--- src/rtl/dds_sweep_ctrl.sv ---
// Frequency sweep sequencer for a DDS.
// On start it walks a tuning word from a start value to a stop value in
// fixed increments, and holds each word for a programmable number of cycles.
// The last step is clamped to the stop word. The sweep runs once, or it
// repeats until it is aborted.
module dds_sweep_ctrl #(
  parameter int FREQ_WIDTH  = 32,
  parameter int DWELL_WIDTH = 16
) (
  input  logic                   clk_i,
  input  logic                   rst_i,
  input  logic                   start_i,
  input  logic                   abort_i,
  input  logic                   continuous_i,
  input  logic [FREQ_WIDTH-1:0]  start_freq_i,
  input  logic [FREQ_WIDTH-1:0]  stop_freq_i,
  input  logic [FREQ_WIDTH-1:0]  step_i,
  input  logic [DWELL_WIDTH-1:0] dwell_i,
  output logic [FREQ_WIDTH-1:0]  freq_o,
  output logic                   busy_o,
  output logic                   step_o,
  output logic                   done_o
);

  localparam logic [0:0] IDLE  = 1'b0;
  localparam logic [0:0] DWELL = 1'b1;

  logic [0:0]             state;
  logic [FREQ_WIDTH-1:0]  freq;
  logic [FREQ_WIDTH-1:0]  cfg_start;
  logic [FREQ_WIDTH-1:0]  cfg_stop;
  logic [FREQ_WIDTH-1:0]  cfg_step;
  logic [DWELL_WIDTH-1:0] cfg_dwell;
  logic [DWELL_WIDTH-1:0] dwell_cnt;
  logic                   cfg_cont;
  logic                   cfg_up;
  logic                   step_pulse;
  logic                   done_pulse;
  logic                   dwell_end;
  logic                   at_stop;

  // Next tuning word, clamped to the stop word. A step that would carry out
  // or pass the stop word lands exactly on stop. A zero step jumps straight
  // to stop, so a zero step cannot stall the sweep.
  function automatic logic [FREQ_WIDTH-1:0] next_word(
    input logic [FREQ_WIDTH-1:0] cur,
    input logic [FREQ_WIDTH-1:0] stop,
    input logic [FREQ_WIDTH-1:0] step,
    input logic                  up
  );
    logic [FREQ_WIDTH:0]   sum;
    logic [FREQ_WIDTH-1:0] gap;
    sum = {1'b0, cur} + {1'b0, step};
    gap = cur - stop;
    if (step == '0)
      next_word = stop;
    else if (up)
      next_word = (sum[FREQ_WIDTH] || (sum[FREQ_WIDTH-1:0] > stop)) ? stop : sum[FREQ_WIDTH-1:0];
    else
      next_word = (step > gap) ? stop : cur - step;
  endfunction

  // Terminal conditions of the current dwell
  always_comb begin
    dwell_end = (dwell_cnt == cfg_dwell - DWELL_WIDTH'(1));
    at_stop   = (freq == cfg_stop);
  end

  // Sweep state machine; abort has priority over start and over dwell completion
  always_ff @(posedge clk_i) begin
    if (rst_i) begin
      state      <= IDLE;
      freq       <= '0;
      dwell_cnt  <= '0;
      cfg_start  <= '0;
      cfg_stop   <= '0;
      cfg_step   <= '0;
      cfg_dwell  <= '0;
      cfg_cont   <= 1'b0;
      cfg_up     <= 1'b0;
      step_pulse <= 1'b0;
      done_pulse <= 1'b0;
    end else begin
      step_pulse <= 1'b0;
      done_pulse <= 1'b0;
      if (abort_i) begin
        state     <= IDLE;
        freq      <= '0;
        dwell_cnt <= '0;
      end else begin
        case (state)
          IDLE: begin
            if (start_i) begin
              cfg_start  <= start_freq_i;
              cfg_stop   <= stop_freq_i;
              cfg_step   <= step_i;
              cfg_dwell  <= (dwell_i == '0) ? DWELL_WIDTH'(1) : dwell_i;
              cfg_cont   <= continuous_i;
              cfg_up     <= (stop_freq_i >= start_freq_i);
              freq       <= start_freq_i;
              dwell_cnt  <= '0;
              step_pulse <= 1'b1;
              state      <= DWELL;
            end
          end
          DWELL: begin
            if (dwell_end) begin
              dwell_cnt <= '0;
              if (at_stop) begin
                if (cfg_cont) begin
                  freq       <= cfg_start;
                  step_pulse <= 1'b1;
                end else begin
                  state      <= IDLE;
                  done_pulse <= 1'b1;
                end
              end else begin
                freq       <= next_word(freq, cfg_stop, cfg_step, cfg_up);
                step_pulse <= 1'b1;
              end
            end else begin
              dwell_cnt <= dwell_cnt + DWELL_WIDTH'(1);
            end
          end
          default: state <= IDLE;
        endcase
      end
    end
  end

  // Outputs come straight from registers
  always_comb begin
    freq_o = freq;
    busy_o = (state == DWELL);
    step_o = step_pulse;
    done_o = done_pulse;
  end

endmodule

--- config.mk ---
export PLATFORM = sky130hd
export DESIGN_NAME = dds_sweep_ctrl
export DESIGN_NICKNAME = d
export VERILOG_FILES = /design/src/rtl/dds_sweep_ctrl.sv
export SDC_FILE = /design/constraint.sdc
export NUM_CORES = 1
export LEC_CHECK = 0
export CORE_ASPECT_RATIO = 1.5
export CORE_MARGIN = 2
export CORE_UTILIZATION = 59
export CTS_CLUSTER_SIZE = 10
export DETAILED_ROUTE_END_ITERATION = 16
export GPL_TIMING_DRIVEN = 0
export PLACE_DENSITY = 0.84
export SLEW_MARGIN = 5
export SYNTH_ARGS = -nofsm -noshare
export SYNTH_HDL_FRONTEND = slang
export SYNTH_SLANG_ARGS = --single-unit
--- constraint.sdc ---
create_clock -name clk_i -period 7 [get_ports clk_i]
set_clock_uncertainty 0.15 [all_clocks]
set_input_delay 1.4 -clock clk_i [delete_from_list [all_inputs] [get_ports clk_i]]
set_output_delay 1.4 -clock clk_i [all_outputs]
set_load 0.01 [all_outputs]
# Word level (Yosys, flattened, before mapping)
# Cells that the tools add are included.
word_totals:
  romBits: 0
  latch_bits: 0
  mem_bits_rw: 0
  elab_cells: 56
  reg_bits: 165
  mem_count: 0
classes:
  order_cmp: 3
  shifts: 0
  multipliers: 0
  mux: 21
  div: 0
  n_addsub: 5
  bitwise: 4
  n_reduce_logical: 7
  n_eq_ne: 5
op_table:
  columns: ["op", "count"]
  rows:
  - ["2-to-1 mux 32 bit", 8]
  - ["greater-than comparator 32 bit", 2]
  - ["one-hot mux 32 bit (2 select lines)", 1]
  - ["subtractor 32 bit", 2]
  - ["2-to-1 mux 16 bit", 3]
  - ["adder 32 x 32 -> 33 bit", 1]
  - ["equality test 32 bit", 1]
  - ["greater-or-equal comparator 32 bit", 1]
  - ["logical NOT 32 bit", 1]
  - ["one-hot mux 16 bit (2 select lines)", 1]
  - ["adder 16 x 1 -> 16 bit (second input constant)", 1]
  - ["equality test 16 bit", 1]
  - ["logical NOT 16 bit", 1]
  - ["subtractor 16 x 1 -> 16 bit (second input constant)", 1]
  - ["2-to-1 mux 1 bit", 6]
  - ["AND reduction 3 bit", 2]
  - ["OR reduction 5 bit", 1]
  - ["inverter 1 bit", 4]
  - ["one-hot mux 1 bit (2 select lines)", 2]
  - ["!= test 3 bit (second input constant)", 1]
  - ["!= test 2 x 1 -> 1 bit (second input constant)", 1]
  - ["!= test 2 bit (second input constant)", 1]
  - ["OR reduction 2 bit", 1]
  - ["logical OR 1 bit", 1]

# Depth between registers and ports, before layout
# Gate-level depths: netlist of the first run.
logic_depth:
  ltp_word: 9
  mapped_depth: 28

# Worst setup path after synthesis of the first run
# No wires, ideal clock.
synth_path:
  kind: "register to register"
  startpoint: "register freq[0], in the netlist freq_o[0]"
  endpoint: "register freq[13], in the netlist freq_o[13]"
  synth_period_minus_slack_ps: 5544
  stages_incl_launch_ff: 27
  t_arrival_ps: 5303
  path_slack_ps: 1456
  setup_ps: 91
  t_required_ps: 6759
  cell_sequence: "dfxtp_1 inv_1 ha_1 inv_1 fa_1 a211oi_1 o211ai_1 a2111oi_0 o31ai_1 nand3_1 a31oi_1 a21oi_1 nand2b_1 a21oi_1 o21bai_1 xnor2_1 ha_1 nand4_1 nor3_1 a221oi_1 nand3_1 o31ai_1 nand3_1 nand2_1 clkbuf_1 o22ai_1 a311oi_1"
synth_between:
  elab_chain_len: 9
  word_cells_on_any_way: 16
synth_rtl:
  columns: ["item", "line", "rtl"]
  rows:
  - ["from (decl)", "29", "logic [FREQ_WIDTH-1:0] freq;"]
  - ["from (signal assigned)", "100", "freq <= start_freq_i;"]
  - ["from (signal assigned)", "111", "freq <= cfg_start;"]
  - ["from (signal assigned)", "118", "freq <= next_word(freq, cfg_stop, cfg_step, cfg_up);"]
  - ["adder 32 x 32 -> 33 bit", "53", "sum = {1'b0, cur} + {1'b0, step};"]
  - ["greater-than comparator 32 bit", "58", "next_word = (sum[FREQ_WIDTH] || (sum[FREQ_WIDTH-1:0] > stop)) ? stop : sum[FREQ_WIDTH-1:0];"]
  - ["logical OR 1 bit", "58", null]
  - ["2-to-1 mux 32 bit", "58", null]
  - ["2-to-1 mux 32 bit", "57", "else if (up)"]
  - ["2-to-1 mux 32 bit", "55", "if (step == '0)"]
  - ["2-to-1 mux 32 bit", "109", "if (at_stop) begin"]
  - ["2-to-1 mux 32 bit", "107", "if (dwell_end) begin"]
  - ["one-hot mux 32 bit (2 select lines)", "91", "case (state)"]
# Several ways; a longest one is shown, not always the timed one. The select of a mux whose other input is x is not followed.
# A chain may end at the register's enable or synchronous reset.

# Worst setup path in the final report of the first run
layout_path:
  startpoint: "register cfg_step[9]"
  endpoint: "register freq[16], in the netlist freq_o[16]"
layout_between:
  elab_chain_len: 9
  word_cells_on_any_way: 13
layout_rtl:
  columns: ["item", "line", "rtl"]
  rows:
  - ["from (decl)", "32", "logic [FREQ_WIDTH-1:0] cfg_step;"]
  - ["from (signal assigned)", "96", "cfg_step <= step_i;"]
  - ["adder 32 x 32 -> 33 bit", "53", null]
  - ["greater-than comparator 32 bit", "58", null]
  - ["logical OR 1 bit", "58", null]
  - ["2-to-1 mux 32 bit", "58", null]
  - ["2-to-1 mux 32 bit", "57", null]
  - ["2-to-1 mux 32 bit (*)", "55", null]
  - ["2-to-1 mux 32 bit (*)", "109", null]
  - ["2-to-1 mux 32 bit (*)", "107", null]
  - ["one-hot mux 32 bit (2 select lines) (*)", "91", null]
# Every way passes the cells marked *; elsewhere a longest branch is shown, timed or not. The select of a mux whose other input is x is not followed.

==> results of run 1 <==
[power by group through the flow]
stage	clock network, uW	registers (uW)	logic (uW)
floorplan	0	1040	906
global placement	0	1060	1320
detailed placement	0	1060	1340
CTS	955	1040	1360
global route	998	1040	1540
finish	961	1040	1440
[sequential cells by signal (all words and copies together) (netlist names)]
name / cells
dwell_cnt: 16
step_o: 1
cfg_stop: 32
freq_o: 32
cfg_up: 1
cfg_cont: 1
cfg_start: 32
done_o: 1
cfg_dwell: 16
cfg_step: 32
busy_o: 1
[area by class of cell]
class / count / area (sq um)
Timing Repair Buffer: 161 / 1584
Buffer: 107 / 442.9
Fill cell: 2318 / 7635
Clock buffer: 18 / 429.2
Antenna cell: 1 / 2.502
Multi-Input combinational cell: 1709 / 11210
Sequential cell: 165 / 3304
Tap cell: 333 / 416.7
Clock inverter: 14 / 156.4
Inverter: 155 / 581.8
[layer usage]
metal  vias to the layer above  routed length, um
met4                         0               5725
met2                      1005              28080
met3                       326               4861
met5                         -                  0
met1                      7990              21740
li1                       8031                  -
[synth_stat cells (6+ instances only)]
| library cell | instances |
|---|---|
| o2bb2ai_1 | 6 |
| a2111oi_0 | 6 |
| nor2_1 | 149 |
| mux2i_1 | 9 |
| a21oi_1 | 238 |
| o41ai_1 | 6 |
| xor2_1 | 28 |
| inv_1 | 151 |
| o2111ai_1 | 6 |
| nor2b_1 | 25 |
| nand4_1 | 28 |
| a31oi_1 | 20 |
| o21bai_1 | 18 |
| o211ai_1 | 26 |
| a311oi_1 | 18 |
| nand2_1 | 307 |
| o221ai_1 | 16 |
| o31ai_1 | 15 |
| nand2b_1 | 41 |
| xnor2_1 | 69 |
| o22ai_1 | 17 |
| nand3_1 | 39 |
| o21ai_0 | 141 |
| nor3_1 | 37 |
| a31o_1 | 10 |
| a221oi_1 | 13 |
| o21a_1 | 15 |
| clkbuf_1 | 96 |
| nor4_1 | 25 |
| and2_1 | 6 |
| a21o_1 | 46 |
| ha_1 | 192 |
| or3_1 | 12 |
| a211oi_1 | 12 |
| or2_2 | 11 |
| dfxtp_1 | 165 |
| and3_1 | 20 |
| or4_1 | 6 |
[worst max-delay path, delay by kind of cell, from the launching register on]
kind / cells / cell delay (ns)
adder cells (fa/ha/maj): 2 / 0.55
AO/OA/AOI/OAI: 15 / 3.47
flip-flops: 1 / 0.47
buffers and inverters: 4 / 0.81
XOR/XNOR: 1 / 0.24
AND/OR/NAND/NOR: 5 / 1.03
[logic make-up (layout without fill, tap and decap cells)]
| group | count (synthesis) | in the layout |
|---|---|---|
| and+or+nand+nor | 725 | 725 |
| DFF | 165 | 165 |
| muxes | 9 | 9 |
| other | 0 | 1 |
| buffers and inverters | 263 | 455 |
| xor gates and xnor gates | 97 | 97 |
| adders and majority gates | 195 | 195 |
| AOI/OAI and AO/OA | 683 | 683 |
[final timing paths]
kind | depth (start not counted) | endpoint | start | slack (ns)
worst max-delay path | 27 | freq_o[16] | cfg_step[9] | 0.20
worst min-delay path | 2 | cfg_start[19] | cfg_start[19] | 0.31
worst max register to register | 27 | freq_o[16] | cfg_step[9] | 0.20
worst min register to register | 2 | cfg_start[19] | cfg_start[19] | 0.31
[what timing repair did]
action,in CTS,in global routing
setup buffers,1,9
endpoints found under the setup margin,32,32
pin swaps,0,3
resized for setup,14,27
[per-stage QoR]
step	util (%)	TNS, ns
after CTS	69.78	0
after global placement	67.21	-24.04
after detailed placement	67.28	-18.47
after global routing	70.37	-0.02158
final	70.37	0
after floorplan	-	0
==> flow_metrics.py, run 1 <==
metrics = {
    "logic_synthesis": {
        "seq_area_frac_synth_pct": 21.45,
        "ys_types": 74,
        "yosys.area_share.simple_pct": 21.77,
        "synth_xor_area_share_pct": 5.517,
        "synth_compound_area_share_pct": 28.07,
        "postSynthAreaPerCell_sq_um": 7.206,
        "yosys-top-cells-area": "dfxtp_1 (21%), ha_1 (16%), a21oi_1 (7.7%)",
        "ys.flop_type": "dfxtp_1",
        "synth-edff-count": 0,
        "synth_seq_cells": 165,
        "post-synth-top-area-fraction_pct": 21.45,
        "synth_top_family_by_area": "compound AO/OA/AOI/OAI gates",
        "synthArstFlopShare_pct": 0,
        "synth.cell_area_sq_mm": 0.01540,
        "synthAdderAreaFrac_pct": 15.99,
        "ys_warn_count": 0,
        "synth_area_leader_cell": "dfxtp_1",
        "syn_inst": 2137,
        "syn_nets": 2449,
        "synth.area.mux_share_pct": 0.5850,
    },
    "clock_network": {
        "clock_path_buffers": 2,
        "cts_tree": "done",
        "worstSkewPairLatency_ns": 0.46,
        "cts_made_buffers": 17,
        "path_clk_slew_ns": 0.08,
        "cts-root-buf": "clkbuf_16",
        "cts_hold_buf": 0,
        "cts_num_sinks": 165,
        "htreeDepth": 4,
    },
    "worst_setup_path": {
        "critical_path_class": "flop to flop",
        "crit_arrival_ns": 7.01,
        "worstSetupEndpointType": "flop",
        "crit_path_max_incr_delay_ns": 0.47,
        "crit_top_cell": "o21ai_0",
        "crit_path_start_kind": "flop",
        "cp.required_ns": 7.21,
        "slowest_stage": "dfxtp_1",
        "crit_fanout": 10,
    },
    "finish": {
        "final_area_sq_mm": 0.01813,
        "drive_above_1_share_pct": 4.337,
        "layout.cells.most_common_list": "nand2_1 (306), a21oi_1 (236), ha_1 (192)",
        "layout_commonest_cell": "nand2_1",
        "area_growth_pct": 17.74,
        "fin_cells": 2663,
        "fin_nets": 2628,
    },
    "sta": {
        "max-slew-margin-rel_pct": 22.47,
        "fmaxAchievable_ghz": 0.1471,
        "min_period_over_period_pct": 97.09,
        "finalSetupViolations": 0,
        "min_period_ns": 6.797,
        "slew_violations": 0,
        "hold_ws_ns": 0.3059,
        "tightest_slew_ns": 1.163,
        "worst_slack_ns": 0.2035,
        "timing.final.hold_violations": 0,
    },
    "power_and_ir_drop": {
        "power_leakage_uw": 0.007536,
        "switching_share_pct": 40.91,
        "power_density_mw_per_mm2": 189.8,
        "power.share.sequential_pct": 30.3,
        "power_uw": 3440,
        "ir_drop_v": 0.0001907,
        "p_sw_uw": 1408,
        "intPower_uw": 2033,
        "clkPwrFrac_pct": 27.9,
        "combPwrFrac_pct": 41.7,
    },
    "route": {
        "final_antenna_net_count": 0,
        "wl_per_cell_um": 22.68,
        "avgViaCountPerCell": 6.516,
        "drt-total-wl_um": 60410,
        "drt-initial-drc-count": 1748,
        "drtPass1Iterations": 7,
        "num_vias": 17352,
        "drc_errors": 0,
    },
    "floorplanning": {
        "start_util_pct": 59.77,
        "die_w_um": 135.9,
        "io_pins": 152,
        "rows": 72,
        "die_h_um": 201.9,
        "die_area_sq_mm": 0.02743,
        "coreArea_sq_mm": 0.02576,
    },
    "job": {
        "maxCapViolCount": 0,
    },
    "run_status": {
        "status": "complete, no violations",
    },
    "global_route": {
        "grt_pass1_vias": 16935,
        "grt_antenna_before_repair": 2,
        "grt-ovfl-total": 0,
        "grt_max_degree": 19,
        "top_usage_layer": "met2",
        "grt_pass1_wl_um": 91380,
        "use_met3_pct": 6.396,
        "grt_use_total_pct": 43.59,
        "gr-usage-met1_pct": 48.65,
        "use_met2_pct": 72.73,
    },
    "placement": {
        "gp_congestion": 1.023,
        "dp_hpwl_um": 48800,
        "postPlaceCellArea_sq_mm": 0.01734,
        "portBuffers": 150,
        "dp_slack_ns": -0.8985,
        "place_inst": 2621,
    },
    "hold_path": {
        "hold_class": "flop to flop",
    },
}
(Power assumes the default switching activity.)
==> run 2, diff against run 1 <==
Settings changed: CORE_UTILIZATION 59 to 60, CTS_CLUSTER_DIAMETER set to 200, PLACE_DENSITY 0.84 to 0.85.
Clock period 7 ns to 8.1 ns, I/O delays scaled along.
==> flow_metrics.py, run 2 (synthesized netlist as in run 1, its figures left out) <==
metrics = {
    "clock_network": {
        "cts-root-buf": "clkbuf_16",
        "cts_num_sinks": 165,
        "cts_tree": "done",
        "htreeDepth": 4,
        "cts_hold_buf": 0,
        "path_clk_slew_ns": 0.08,
        "worstSkewPairLatency_ns": 0.45,
        "clock_path_buffers": 2,
        "cts_made_buffers": 17,
    },
    "hold_path": {
        "hold_class": "flop to flop",
    },
    "sta": {
        "hold_ws_ns": 0.3060,
        "worst_slack_ns": 0.2532,
        "max-slew-margin-rel_pct": 24.19,
        "finalSetupViolations": 0,
        "tightest_slew_ns": 1.137,
        "fmaxAchievable_ghz": 0.1274,
        "rsz0062_at_grt": "false",
        "final.setup.tns_ns": 0,
        "slew_violations": 0,
        "min_period_over_period_pct": 96.87,
        "min_period_ns": 7.847,
        "timing.final.hold_violations": 0,
    },
    "placement": {
        "place_inst": 2616,
        "dp_slack_ns": 0.1004,
        "gp_congestion": 1.057,
        "portBuffers": 150,
        "dp_hpwl_um": 49030,
    },
    "route": {
        "drc_errors": 0,
        "wl_met2_um": 28270,
        "avgViaCountPerCell": 6.631,
        "met1_length_um": 21810,
        "dr_wl_met3_um": 5680,
        "wl_per_cell_um": 23.09,
        "final_antenna_net_count": 0,
        "num_vias": 17565,
        "drt-total-wl_um": 61160,
        "top_layer_used": "met4",
        "drtPass1Iterations": 8,
        "drt-initial-drc-count": 2045,
    },
    "global_route": {
        "grt_use_total_pct": 44.52,
        "grt_antenna_before_repair": 1,
        "grt_max_degree": 21,
        "grt-ovfl-total": 0,
        "grt_pass1_vias": 17357,
        "grt_pass1_wl_um": 93380,
    },
    "finish": {
        "layout.cells.most_common_list": "nand2_1 (307), a21oi_1 (238), ha_1 (192)",
        "fin_cells": 2649,
        "fillers": 2110,
        "drive_above_1_share_pct": 2.973,
        "area_growth_pct": 16.97,
        "layout_commonest_cell": "nand2_1",
        "post-route-util_pct": 71.64,
        "multiInputGateArea_sq_mm": 0.01111,
        "num_antenna_cells": 0,
        "seqCellArea_sq_mm": 0.003303,
        "fin_nets": 2620,
    },
    "worst_setup_path": {
        "crit_path_start_kind": "flop",
        "crit_arrival_ns": 8.05,
        "slowest_stage": "a2111oi_1",
        "path_buf_inv": 3,
        "critical_path_class": "flop to flop",
        "path_delay_family": "compound AO/OA/AOI/OAI gates",
        "crit_path_max_incr_delay_ns": 0.78,
        "crit_fanout": 10,
        "worstSetupEndpointType": "flop",
        "cp.required_ns": 8.30,
    },
    "floorplanning": {
        "die_h_um": 200.2,
        "io_pins": 152,
        "start_util_pct": 61.25,
        "die_area_sq_mm": 0.02699,
        "coreArea_sq_mm": 0.02514,
        "rows": 71,
        "die_w_um": 134.8,
    },
    "run_status": {
        "status": "complete, no violations",
    },
    "job": {
        "maxCapViolCount": 0,
    },
    "power_and_ir_drop": {
        "ir_drop_v": 0.0001714,
        "power_leakage_uw": 0.007476,
        "power_density_mw_per_mm2": 166.7,
    },
}
[run 2: cell types whose count changed in the layout (fill, tap and decap cells not counted), moves of 3 or more]
cell	delta
buf_4	-9
clkbuf_2	-5
clkinv_8	+4
nor2_2	-3
inv_6	-4
nor2_1	+3
clkbuf_1	+7
[run 2: worst paths after layout]
check	slack, ns	end	depth (start not counted)	startpoint
max	0.25	freq_o[13]	28	freq_o[0]
min	0.31	cfg_start[8]	2	cfg_start[8]
max reg2reg	0.25	freq_o[13]	28	freq_o[0]
min reg2reg	0.31	cfg_start[8]	2	cfg_start[8]
[run 2: power breakdown]
group / total [uW] / leakage [uW] / internal (uW) / switching (uW)
combinational: 1200 / 0.00582 / 481 / 715
clock: 905 / 0.000313 / 457 / 448
sequential: 901 / 0.00135 / 845 / 55.9
total: 3000 / 0.00748 / 1780 / 1220
[run 2: cell type report]
type | count | area share, %
Buffer | 108 | 2.431
Sequential cell | 165 | 18.34
Tap cell | 328 | 2.279
Clock inverter | 15 | 1.278
Timing Repair Buffer | 152 | 8.420
Clock buffer | 17 | 2.362
Inverter | 155 | 3.230
Multi-Input combinational cell | 1709 | 61.66
[run 2: what timing repair did]
item / CTS / global route
resized for setup: 0 / 6
buffers inserted: 0 / 1
setup endpoints to repair: 0 / 19
[run 2: per-stage QoR]
| stage | power [uW] | area [sq um] |
|---|---|---|
| 2_1_floorplan | 1678 | 15400 |
| 3_3_place_gp | 2030 | 17310 |
| 3_5_place_dp | 2059 | 17320 |
| 4_1_cts | 2943 | 17980 |
| 5_1_grt | 3124 | 18010 |
| 6_report | 3003 | 18010 |
[run 2: per-layer routing]
metal | global-route usage, % | vias up
li1 | - | 8021
met1 | 49.43 | 8067
met2 | 74.35 | 1127
met3 | 9.137 | 350
met4 | 32.44 | 0
met5 | 0 | -
[run 2: tightest hold or removal path, stage by stage, from the launching register on]
cell,delay [ns]
dfxtp_1,0.31
nand2_1,0.05
a21oi_1,0.06
